[src/rtl/osc_decimator.sv]
// osc_decimator: decimating averager for the filtered oscilloscope sample stream.
// Accepts signed samples over AXI-Stream and emits one result per window of N
// accepted samples. The OSC_DEC_AVG_EN macro selects the averaging build:
//   defined   : result = window sum >>> cfg_shift, saturated to DW bits
//   undefined : result = first accepted sample of the window (subsampling)
// A result that arrives while the output slot is stalled is dropped and
// recorded in the sticky sts_ovf flag.
module osc_decimator #(
  parameter int DW = 16,
  parameter int CW = 17
) (
  input  logic          clk,
  input  logic          rst,
  input  logic [DW-1:0] s_axis_tdata,
  input  logic          s_axis_tvalid,
  output logic          s_axis_tready,
  output logic [DW-1:0] m_axis_tdata,
  output logic          m_axis_tvalid,
  input  logic          m_axis_tready,
  input  logic [CW-1:0] cfg_dec,
  input  logic [4:0]    cfg_shift,
  input  logic          cfg_ovf_clr,
  output logic          sts_ovf
);

  localparam int AW = DW + CW;

  logic [CW-1:0] dec_reg;
  logic [4:0]    shift_reg;
  logic [CW-1:0] cnt_reg;
  logic [DW-1:0] tdata_reg;
  logic          tvalid_reg;
  logic          ovf_reg;

  logic          cfg_change;
  logic [CW-1:0] cnt_last;
  logic          accept;
  logic          close;
  logic          slot_free;
  logic [DW-1:0] result;

  // Window bookkeeping: detect config edits, find the closing sample, and
  // decide whether the output slot can take a new result this cycle.
  always_comb begin
    cfg_change = (cfg_dec != dec_reg) || (cfg_shift != shift_reg);
    // A factor of 0 behaves like 1, so the window closes at cnt == 0.
    cnt_last   = (dec_reg == '0) ? '0 : dec_reg - CW'(1);
    accept     = s_axis_tvalid && !cfg_change;
    close      = accept && (cnt_reg == cnt_last);
    slot_free  = !tvalid_reg || m_axis_tready;
  end

`ifdef OSC_DEC_AVG_EN
  localparam logic [4:0] SHIFT_MAX = 5'(CW);
  localparam logic signed [AW-1:0] SAT_MAX = $signed({{(CW + 1){1'b0}}, {(DW - 1){1'b1}}});
  localparam logic signed [AW-1:0] SAT_MIN = $signed({{(CW + 1){1'b1}}, {(DW - 1){1'b0}}});

  logic signed [AW-1:0] acc_reg;
  logic signed [AW-1:0] sample_ext;
  logic signed [AW-1:0] sum;
  logic signed [AW-1:0] shifted;
  logic [4:0]           shift_amt;

  // Running sum including the current sample, then shift and saturate it.
  always_comb begin
    sample_ext = $signed({{CW{s_axis_tdata[DW-1]}}, s_axis_tdata});
    sum        = (cnt_reg == '0) ? sample_ext : acc_reg + sample_ext;
    shift_amt  = (shift_reg > SHIFT_MAX) ? SHIFT_MAX : shift_reg;
    shifted    = sum >>> shift_amt;
    if (shifted > SAT_MAX) begin
      result = SAT_MAX[DW-1:0];
    end else if (shifted < SAT_MIN) begin
      result = SAT_MIN[DW-1:0];
    end else begin
      result = shifted[DW-1:0];
    end
  end

  // Accumulator: first sample of a window loads, later samples add.
  always_ff @(posedge clk) begin
    if (rst || cfg_change) begin
      acc_reg <= '0;
    end else if (accept) begin
      acc_reg <= sum;
    end
  end
`else
  logic [DW-1:0] first_reg;

  // Result is the window's first sample; for N=1 that is the current one.
  always_comb begin
    result = (cnt_reg == '0) ? s_axis_tdata : first_reg;
  end

  // Capture the first accepted sample of every window.
  always_ff @(posedge clk) begin
    if (rst) begin
      first_reg <= '0;
    end else if (accept && (cnt_reg == '0)) begin
      first_reg <= s_axis_tdata;
    end
  end
`endif

  // Shadow copies of the configuration, refreshed every cycle.
  always_ff @(posedge clk) begin
    dec_reg   <= cfg_dec;
    shift_reg <= cfg_shift;
  end

  // Window counter: wraps on the closing sample, cleared by a config edit.
  always_ff @(posedge clk) begin
    if (rst || cfg_change) begin
      cnt_reg <= '0;
    end else if (accept) begin
      cnt_reg <= close ? '0 : cnt_reg + CW'(1);
    end
  end

  // Output slot: load a result when free, otherwise hold; drop on handshake.
  always_ff @(posedge clk) begin
    if (rst) begin
      tdata_reg  <= '0;
      tvalid_reg <= 1'b0;
    end else if (close && slot_free) begin
      tdata_reg  <= result;
      tvalid_reg <= 1'b1;
    end else if (tvalid_reg && m_axis_tready) begin
      tvalid_reg <= 1'b0;
    end
  end

  // Sticky overflow flag; a drop in the same cycle as a clear keeps it set.
  always_ff @(posedge clk) begin
    if (rst) begin
      ovf_reg <= 1'b0;
    end else if (close && !slot_free) begin
      ovf_reg <= 1'b1;
    end else if (cfg_ovf_clr) begin
      ovf_reg <= 1'b0;
    end
  end

  assign s_axis_tready = 1'b1;
  assign m_axis_tdata  = tdata_reg;
  assign m_axis_tvalid = tvalid_reg;
  assign sts_ovf       = ovf_reg;

endmodule
[config.mk]
export PLATFORM = sky130hd
export DESIGN_NAME = osc_decimator
export DESIGN_NICKNAME = d
export VERILOG_FILES = /design/src/rtl/osc_decimator.sv
export SDC_FILE = /design/constraint.sdc
export NUM_CORES = 1
export LEC_CHECK = 0
export BUFFER_PORTS_ARGS = -buffer_cell sky130_fd_sc_hd__buf_4
export CORE_UTILIZATION = 51
export CTS_BUF_LIST = sky130_fd_sc_hd__clkbuf_8
export DETAILED_ROUTE_END_ITERATION = 8
export HOLD_SLACK_MARGIN = 0.1
export PLACE_DENSITY = 0.73
export SETUP_SLACK_MARGIN = 0.02
export SLEW_MARGIN = 20
export SYNTH_ARGS = -nofsm -noshare
export SYNTH_HDL_FRONTEND = slang
export SYNTH_SLANG_ARGS = --single-unit
[constraint.sdc]
create_clock -name clk -period 4.19 [get_ports clk]
set_clock_uncertainty 0.05 [all_clocks]
set_input_delay 0.419 -clock clk [delete_from_list [all_inputs] [get_ports clk]]
set_output_delay 0.419 -clock clk [all_outputs]
set_load 0.05 [all_outputs]
After elaboration in Yosys (flattened, before gate mapping)
Cells that the tools add are included.
Storage, ports and cells
  bits in registers: 73
  bits in latches: 0
  RAM bits: 0
  memory bits (read-only): 0
  input bits: 43
  output and inout bits: 19
  logic and storage cells: 35
  memories: 0
Operators by class
  add/subtract/negate cells: 2
  multiply operators: 0
  divide/modulo/power cells: 0
  $lt $le $gt $ge: 0
  equality and inequality tests: 3
  shifts and indexed selects: 0
  mux-type cells: 7
  bitwise gates (word level): 0
  reductions and logical operators: 16
Operators by type and width (number)
  $logic_not A17 Y1: 2
  $mux W17: 2
  $add A17 B1 Y17 const B: 1
  $eq A17 B17 Y1: 1
  $ne A17 B17 Y1: 1
  $sub A17 B1 Y17 const B: 1
  $mux W16: 1
  $logic_and A1 B1 Y1: 6
  $ne A5 B5 Y1: 1
  $mux W1: 4
  $reduce_bool A2 Y1: 2
  $logic_not A1 Y1: 3
  $logic_or A1 B1 Y1: 3

Logic depth before layout (Yosys ltp)
Gate-level depths: netlist of run 1.
  depth in word-level cells: 7
  depth in mapped cells: 12
  gate-level depth less buffers: 10

Least setup slack after synthesis of run 1
No wires, ideal clock.
  kind: register to register
  start: register dec_reg[0]
  end: register tdata_reg[10] (netlist: m_axis_tdata[10])
  setup time: 0.134 ns
  arrival: 2.906 ns
  data required time: 4.006 ns
  slack: 1.100 ns
  stages on the path, launching flop included: 13
  buffers on the path: 2
  period minus slack after synthesis: 3.090 ns
  cells stage by stage: dfxtp_1 clkbuf_1 inv_1 ha_1 nor4b_2 nand4_2 or4_1 o21a_1 o32ai_2 nand3_2 clkbuf_1 nor4_1 a211oi_1
Between the ends
  word-level cells in the longest chain between the ends: 6
  elaborated cells on any way between the ends: 10
  classes of those cells: add/sub: 1; eq/ne: 2; mux: 1; reduce/logical: 6
Ends and longest elaborated chain
  start, declared: RTL line 28  | logic [CW-1:0] dec_reg;
  start signal, assigned: RTL line 107  | dec_reg <= cfg_dec;
  parallel branches: the longest is 4 deep, another holds $sub A17 B1 Y17
  $logic_and A1 B1 Y1 *: RTL line 49  | close = accept && (cnt_reg == cnt_last);
  $logic_and A1 B1 Y1 *: RTL line 125  | end else if (close && slot_free) begin
  end signal, assigned: RTL line 126  | tdata_reg <= result;
  end, declared: RTL line 31  | logic [DW-1:0] tdata_reg;
Every way passes the cells marked *.
A chain may end at the register's enable or synchronous reset.

Worst setup path after layout of run 1
  start: register dec_reg[0]
  end: register cnt_reg[7]
Between the ends
  word-level cells in the longest chain between the ends: 6
  elaborated cells on any way between the ends: 11
  classes of those cells: add/sub: 1; eq/ne: 2; mux: 2; reduce/logical: 6
Ends and longest elaborated chain
  parallel branches: the longest is 6 deep, another holds $sub A17 B1 Y17
  end signal, assigned: RTL line 116  | cnt_reg <= close ? '0 : cnt_reg + CW'(1);
  end, declared: RTL line 30  | logic [CW-1:0] cnt_reg;
Parallel ways; which one is timed is not known.

==> results by group, run 1 <==
Yosys
  – EDFF count, synth: 0
  – Netlist area before placement: 0.004119 mm²
  – Yosys warns: 0
  – Synth cell types: 65
  – Cell count after synthesis: 505
  – Share of Yosys cell area claimed by the top area cell type: 0.3548
  – Register bit total from synthesis: 73
  – Area contributors post-synth: dfxtp_1, xnor2_1, nand2_1
  – Seq/Total Area, Yosys: 0.3548
  – Area leader, netlist: dfxtp_1
  – Avg Synthesized Cell Area: between 8 and 9 µm²
  – Top FF cell, synth: dfxtp_1
  – Syn nets: about 550
  – FFs w/ async S/R, synth: 0

Finish
  – Util after Layout: 0.6041
  – Layout cell share with drive strength beyond 1: 0.1845
  – Diode count: 0
  – Fin area: between 0.004 and 0.005 mm²
  – Area growth syn-to-layout: 13.91%
  – Nets@finish: 584
  – Non-Filler Instances: between 600 and 700
  – Most frequent cells in the layout: nand2_1, dfxtp_1, buf_4, xnor2_1, inv_1
  – Most common cell after layout, fill and taps aside: nand2_1

Floorplanning
  – Initial Utilization: 0.5303
  – Core area: 0.007767 mm²
  – Top Ports: between 60 and 70
  – Die Y: between 90 and 100 µm
  – Die width: between 90 and 100 µm
  – Die footprint: 0.008440 mm²
  – Row cnt: 32

Power and ir drop
  – Sequential power share: 0.548
  – Peak VDD IR: between 150 and 200 µV
  – Logic pwr share: 0.090
  – Leak: between 1.5 and 2 nW
  – Internal power: about 1 mW
  – PwrDens: 283.0 mW/mm²
  – Clock power frac: 0.362
  – Switching share of total power: 0.2545
  – Psw: 0.3379 mW

Route
  – DR vias/cell: 5.778
  – Avg WL per Cell: 15.64 µm
  – # DRC: 0
  – 1st-pass router iterations: 7
  – 1st-iter DRT viols: between 300 and 400
  – Routed wire length: just over 10000 µm
  – Post-DRT Antenna Nets: 0
  – Vias: 3721

STA
  – Final setup viols: 0
  – Hold slack: 136.6 ps
  – Highest Clock Rate: between 0.2 and 0.3 GHz
  – Rel. slew slack: 0.4141
  – Unrepaired setup endpoints after global routing: no
  – Hold Fails Final Rpt: 0
  – Setup TNS: 0 ps
  – Worst Max-Slew Pin Slew: 876.3 ps
  – Fin crit share: 0.8888
  – Pins Over Slew Limit: 0
  – Clock period minus worst slack: around 3700 ps

Outcome
  – Run status: finished, final reports clean

Clock network
  – Reg clk slew, reported paths: 80 ps
  – CTS resizes: 0
  – # H-tree levels: 3
  – Hold buffer count at cts: 0
  – CTS Sinks: 73
  – Num CTS Buffers: 9
  – Clk root buf: clkbuf_8
  – TritonCTS clock tree: yes
  – Clk Latency, worst-skew pair: 350 ps
  – Clk buf depth: 2
  – Setup bufs post-CTS: 0

Global route
  – Largest net degree at the start of global routing: 36
  – Grt peak-use layer: met2
  – Met2 GRT Util: 0.3905
  – Gr usage total: 0.2521
  – First-pass GRT wire length: 16920 µm
  – Met3 Use GR: 0.04809
  – Remaining Overflow, GRT: 0
  – Global-route met1 utilization: 0.3561
  – Vias in the first global route: 3434
  – Initial antenna violation count: 0

Critical path
  – Critical path required time: ~4300 ps
  – Critical Path End Type: register
  – CP Class: register to register
  – Startpoint types: register
  – CP arrival: 3880 ps
  – CP Max Fanout: 19

Placement
  – Post-Place Cells: between 600 and 700
  – Port bufs: 60
  – Placed Area: 0.004529 mm²
  – GP Congestion: 0.9102
  – Hpwl dp: between 7000 and 8000 µm

Worst hold path
  – Hold Path Class: primary input to register

Flow run
  – Number of max-cap violations: 0
==> synthesized netlist by cell type (all sizes together) (3+ instances only) <==
cell type,count
or4,6
nor4,28
xor2,18
or3,3
clkbuf,29
nand2,84
nand4,14
and3,6
nor3,28
ha,3
a211oi,18
o21ai,7
nand3,26
buf,12
and2,3
inv,28
nand2b,3
or2,3
xnor2,38
dfxtp,73
a21oi,25
nor2,12
o311ai,3
==> through the flow <==
stage / worst slack, ps / power (mW)
after floorplan: 1100 / 0.8131
after detailed placement: 569.6 / 0.8618
final: 465.9 / 1.328
after CTS: 570.1 / 1.340
after global placement: 685.7 / 0.8591
after global routing: 93.50 / 1.385
==> power by group through the flow <==
stage	logic (mW)	clock network, mW	registers [mW]
after detailed placement	0.118	0	0.744
after floorplan	0.0865	0	0.727
after CTS	0.119	0.494	0.727
final	0.119	0.481	0.728
after global placement	0.116	0	0.743
after global routing	0.131	0.524	0.730
==> final cells by class <==
type	instances	area (µm²)
tap	102	127.6
multi-input combinational	363	2362
sequential	73	1461
clock inverter	5	25.02
fill	743	3075
inverter	28	105.1
timing repair buffer	63	473.0
clock buffer	10	137.6
==> worst max-delay path: stages (launching register included) <==
cell and delay, ps:
dfxtp_1 400, inv_1 120, ha_1 210, nor4b_2 390, nand4_2 240, nor4_4 450
a21oi_1 80, o32ai_1 430, o211ai_2 470, nor3_4 590, nor3_1 120
==> worst paths after layout <==
kind	slack [ps]	depth (start not counted)	start	end
max	470	10	dec_reg[0]	cnt_reg[7]
min	140	1	cfg_shift[0]	shift_reg[0]
max reg2reg	470	10	dec_reg[0]	cnt_reg[7]
min reg2reg	410	2	m_axis_tdata[1]	m_axis_tdata[1]
==> per-layer routing <==
layer	part of all wire	wire, µm
met1	0.47	4686
met2	0.46	4626
met3	0.059	596
met4	0.016	165
met5	0	0
==> cells by family after synthesis <==
kind of cell / after synthesis / share of synthesized area
AO/OA/AOI/OAI: 72 / 0.1249
XOR/XNOR: 57 / 0.1248
adder cells (fa/ha/maj): 3 / 0.009114
buffers and inverters: 69 / 0.07169
flip-flops: 73 / 0.3548
other: 1 / 0.0009104
AND/OR/NAND/NOR: 230 / 0.3138
(Power assumes the default switching activity.)
==> run 2, diff against run 1 <==
==> constraint.sdc (replaced) <==
create_clock -name clk -period 4.1 [get_ports clk]
set_clock_uncertainty 0.05 [all_clocks]
set_input_delay 0.41 -clock clk [delete_from_list [all_inputs] [get_ports clk]]
set_output_delay 0.41 -clock clk [all_outputs]
set_load 0.05 [all_outputs]
==> results by group, run 2 (synthesis gave the netlist of run 1 again) <==
Finish
  – Area growth syn-to-layout: 15.86%
  – Most common cell after layout, fill and taps aside: nand2_1
  – Layout cell share with drive strength beyond 1: 0.1875
  – Util after Layout: 0.6144
  – Diode count: 0
  – Nets@finish: 585
  – Most frequent cells in the layout: nand2_1, dfxtp_1, buf_4, xnor2_1, inv_1

Critical path
  – Startpoint types: register
  – CP arrival: 3910 ps
  – CP Max Fanout: 19
  – Reg2Reg Depth: 10
  – Critical path required time: 4250 ps
  – Max stage delay on crit path: 650 ps
  – CP max stage cell: nor3_4
  – CP cell instances: inv_1, ha_1, nor4b_2, nand4_2, or4_1, o21a_1, o32ai_2, nand3_2, nor3_4, nor3_1
  – Reg2reg end: cnt_reg[9]
  – Worst R2R Start: dec_reg[0]
  – R2R Setup Slk: around 340 ps
  – Critical Path End Type: register
  – CP Class: register to register
  – Worst Setup SP: dec_reg[0]

Worst hold path
  – Hold Path Class: primary input to register
  – Worst Hold Path EP: shift_reg[4]
  – Hold_sp: cfg_shift[4]
  – Hold Crit Depth: 1

Global route
  – Gr usage total: 0.2463
  – Initial antenna violation count: 0
  – Remaining Overflow, GRT: 0
  – First-pass GRT wire length: 16590 µm
  – Largest net degree at the start of global routing: 36
  – Vias in the first global route: 3433

STA
  – Unrepaired setup endpoints after global routing: no
  – Rel. slew slack: 0.3969
  – Final setup viols: 0
  – Highest Clock Rate: 0.2657 GHz
  – Fin crit share: 0.9181
  – Hold Fails Final Rpt: 0
  – Pins Over Slew Limit: 0
  – Worst Max-Slew Pin Slew: 902.0 ps
  – Clock period minus worst slack: around 3800 ps
  – Setup TNS: 0 ps

Route
  – # DRC: 0
  – 1st-pass router iterations: 4
  – Routed wire length: 9886 µm
  – Vias: 3794
  – Post-DRT Antenna Nets: 0
  – DR vias/cell: 5.873
  – 1st-iter DRT viols: between 200 and 300
  – Avg WL per Cell: 15.30 µm

Power and ir drop
  – PwrDens: approximately 320 mW/mm²
  – Leak: 1.744 nW
  – Peak VDD IR: 204.9 µV

Placement
  – Port bufs: 60
  – Hpwl dp: around 7200 µm
  – GP Congestion: 0.9054

Floorplanning
  – Die width: about 92 µm
  – Initial Utilization: 0.5303
  – Row cnt: 32
  – Top Ports: 62
  – Core area: 0.007767 mm²
  – Die footprint: 0.008440 mm²
  – Die Y: around 92 µm

Clock network
  – # H-tree levels: 3
  – TritonCTS clock tree: yes
  – Clk root buf: clkbuf_8
  – Clk buf depth: 2
  – Hold buffer count at cts: 0
  – Clk Latency, worst-skew pair: 340 ps
  – Setup bufs post-CTS: 0
  – CTS resizes: 0
  – Num CTS Buffers: 9
  – CTS Sinks: between 70 and 80
  – Reg clk slew, reported paths: 80 ps

Flow run
  – Number of max-cap violations: 0

Outcome
  – Run status: finished, final reports clean
## run 2: worst max-delay path by stage
stage | to | slack [ps] | depth (start not counted)
2_1_floorplan | m_axis_tdata[10] | 1010 | 12
4_1_cts | cnt_reg[4] | 360 | 10
3_5_place_dp | cnt_reg[9] | 410 | 10
6_report | cnt_reg[9] | 340 | 10
3_3_place_gp | cnt_reg[6] | 590 | 10
5_1_grt | cnt_reg[7] | 40 | 10
## run 2: layer usage
layer  share of wire  GRT usage  wire length [µm]
met5               0          0                 0
met1            0.46     0.3507              4553
met3           0.063    0.03731               623
met2            0.46     0.3787              4564
met4           0.015    0.08333               144
## run 2: area by class of cell
type | instances | area [µm²]
tap | 102 | 127.6
sequential | 73 | 1461
multi-input combinational | 363 | 2362
clock inverter | 7 | 111.4
inverter | 28 | 105.1
timing repair buffer | 64 | 480.5
fill | 726 | 2995
clock buffer | 9 | 123.9
## run 2: critical path, delay by kind of cell (launching register included)
family	cells	cell delay, ps
AOI/OAI and AO/OA	2	420
adders and majority gates	1	220
buffers and inverters	1	130
DFF	1	410
and+or+nand+nor	6	2400
## run 2: per-stage QoR
stage                     hold slack (ps)  power [mW]  cells  setup WS, ps  cell area (µm²)
after global routing                108.8       1.591    646         44.84             4772
after CTS                           111.7       1.546    646         361.0             4772
final                               127.8       1.532    646         335.8             4772
after detailed placement            393.9      0.8803    630         412.1             4537
after global placement              388.0      0.8778    630         593.1             4537
after floorplan                     382.1      0.8310    505          1010             4119
## run 2: power breakdown
part | internal (mW) | switching [mW] | leakage [nW]
combinational | 0.0649 | 0.0560 | 1.02
sequential | 0.720 | 0.0238 | 0.596
clock | 0.400 | 0.267 | 0.126
==> run 3, diff against run 2 <==
--- a/config.mk
+++ b/config.mk
@@ -11,6 +11,7 @@
 export DETAILED_ROUTE_END_ITERATION = 8
 export HOLD_SLACK_MARGIN = 0.1
 export PLACE_DENSITY = 0.73
+export RECOVER_POWER = 50
 export SETUP_SLACK_MARGIN = 0.02
 export SLEW_MARGIN = 20
 export SYNTH_ARGS = -nofsm -noshare
==> results by group, run 3 (synthesis gave the netlist of run 1 again) <==
Critical path
  – CP arrival: 3900 ps
  – Worst R2R Start: dec_reg[0]
  – R2R Setup Slk: 350 ps
  – CP Class: register to register
  – Critical path required time: approximately 4300 ps
  – Critical Path End Type: register
  – Reg2reg end: cnt_reg[9]
  – Reg2Reg Depth: 10
  – Startpoint types: register
  – CP Max Fanout: 19

Global route
  – Met3 Use GR: 0.03731
  – Initial antenna violation count: 0
  – Largest net degree at the start of global routing: 36
  – Grt peak-use layer: met2
  – First-pass GRT wire length: 16590 µm
  – Vias in the first global route: between 3000 and 4000
  – Gr usage total: 0.2463
  – Met2 GRT Util: 0.3787
  – Global-route met1 utilization: 0.3507
  – Remaining Overflow, GRT: 0

Clock network
  – Num CTS Buffers: 9
  – Clk root buf: clkbuf_8
  – CTS resizes: 0
  – Hold buffer count at cts: 0
  – Reg clk slew, reported paths: 80 ps
  – TritonCTS clock tree: yes
  – # H-tree levels: 3
  – Clk Latency, worst-skew pair: 350 ps
  – CTS Sinks: 73
  – Clk buf depth: 2
  – Setup bufs post-CTS: 0

Worst hold path
  – Hold Crit Depth: 1
  – Hold_sp: cfg_dec[5]
  – Worst Hold Path EP: dec_reg[5]
  – Hold Path Class: primary input to register

STA
  – Rel. slew slack: 0.3857
  – Unrepaired setup endpoints after global routing: no
  – Clock period minus worst slack: 3748 ps
  – Worst Max-Slew Pin Slew: 921.0 ps
  – Final setup viols: 0
  – Slack of the critical path: 352.4 ps
  – Pins Over Slew Limit: 0
  – Highest Clock Rate: 0.2668 GHz
  – Hold Fails Final Rpt: 0
  – Setup TNS: 0 ps
  – Fin crit share: 0.9141

Route
  – Routed wire length: 9867 µm
  – DR vias/cell: 5.813
  – # DRC: 0
  – Vias: 3755
  – Post-DRT Antenna Nets: 0
  – 1st-iter DRT viols: 269
  – Avg WL per Cell: 15.27 µm
  – 1st-pass router iterations: 5

Finish
  – Util after Layout: 0.5965
  – Layout cell share with drive strength beyond 1: 0.1195
  – Register area: 0.001461 mm²
  – Diode count: 0
  – Area growth syn-to-layout: 12.48%
  – Nets@finish: 585
  – Most common cell after layout, fill and taps aside: nand2_1
  – Multi-input logic area: 0.002362 mm²
  – Most frequent cells in the layout: nand2_1, dfxtp_1, xnor2_1, clkbuf_1, inv_1
  – Non-Filler Instances: 646
  – FILL cells: 770

Power and ir drop
  – Peak VDD IR: 204.5 µV
  – Leak: 1.596 nW
  – PwrDens: 329.0 mW/mm²

Floorplanning
  – Initial Utilization: 0.5303
  – Die width: 91.87 µm
  – Top Ports: 62
  – Die Y: 91.87 µm
  – Row cnt: 32
  – Die footprint: 0.008440 mm²
  – Core area: 0.007767 mm²

Placement
  – Port bufs: 60
  – GP Congestion: a little over 0.9
  – Post-Place Worst Slack: 412.1 ps
  – Hpwl dp: 7243 µm
  – Post-Place Cells: 630

Flow run
  – Number of max-cap violations: 0

Outcome
  – Run status: finished, final reports clean
## run 3: how the worst max path moves through the flow
stage | startpoint | end | slack [ps] | cells after the start
2_1_floorplan | dec_reg[0] | m_axis_tdata[10] | 1010 | 12
6_report | dec_reg[0] | cnt_reg[9] | 350 | 10
3_5_place_dp | dec_reg[0] | cnt_reg[9] | 410 | 10
5_1_grt | dec_reg[0] | cnt_reg[7] | 40 | 10
3_3_place_gp | dec_reg[0] | cnt_reg[6] | 590 | 10
4_1_cts | dec_reg[0] | cnt_reg[4] | 360 | 10
## run 3: layout make-up
type / instances / area share
multi-input cells: 363 / 0.5099
flip-flops and latches: 73 / 0.3154
repair buffers: 64 / 0.07372
well taps: 102 / 0.02755
clock buffers: 9 / 0.02674
clock inverters: 7 / 0.02403
inverters: 28 / 0.02268
## run 3: metrics by stage
stage / hold slack (ps) / power, mW / instance area [µm²]
6_report: 149.1 / 1.525 / 4633
5_1_grt: 133.6 / 1.583 / 4633
4_1_cts: 111.7 / 1.546 / 4772
3_5_place_dp: 393.9 / 0.8803 / 4537
3_3_place_gp: 388.0 / 0.8778 / 4537
2_1_floorplan: 382.1 / 0.8310 / 4119
## run 3: worst max-delay path, cell delays in order (launching register included)
cell     delay, ps
dfxtp_1        410
inv_1          130
ha_1           220
nor4b_2        410
nand4_2        240
or4_1          550
o21a_1         160
o32ai_2        260
nand3_2        410
nor3_4         640
nor3_1         120
## run 3: power by group
| group | switching (mW) | leakage, nW | internal, mW |
|---|---|---|---|
| sequential | 0.0239 | 0.596 | 0.720 |
| combinational | 0.0559 | 0.874 | 0.0571 |
| clock | 0.267 | 0.126 | 0.400 |
| total | 0.347 | 1.60 | 1.18 |
## run 3: per-layer routing
layer / routed length [µm] / share of wire
met1: 4590 / 0.47
met2: 4463 / 0.45
met3: 683 / 0.069
met4: 130 / 0.013
met5: 0 / 0
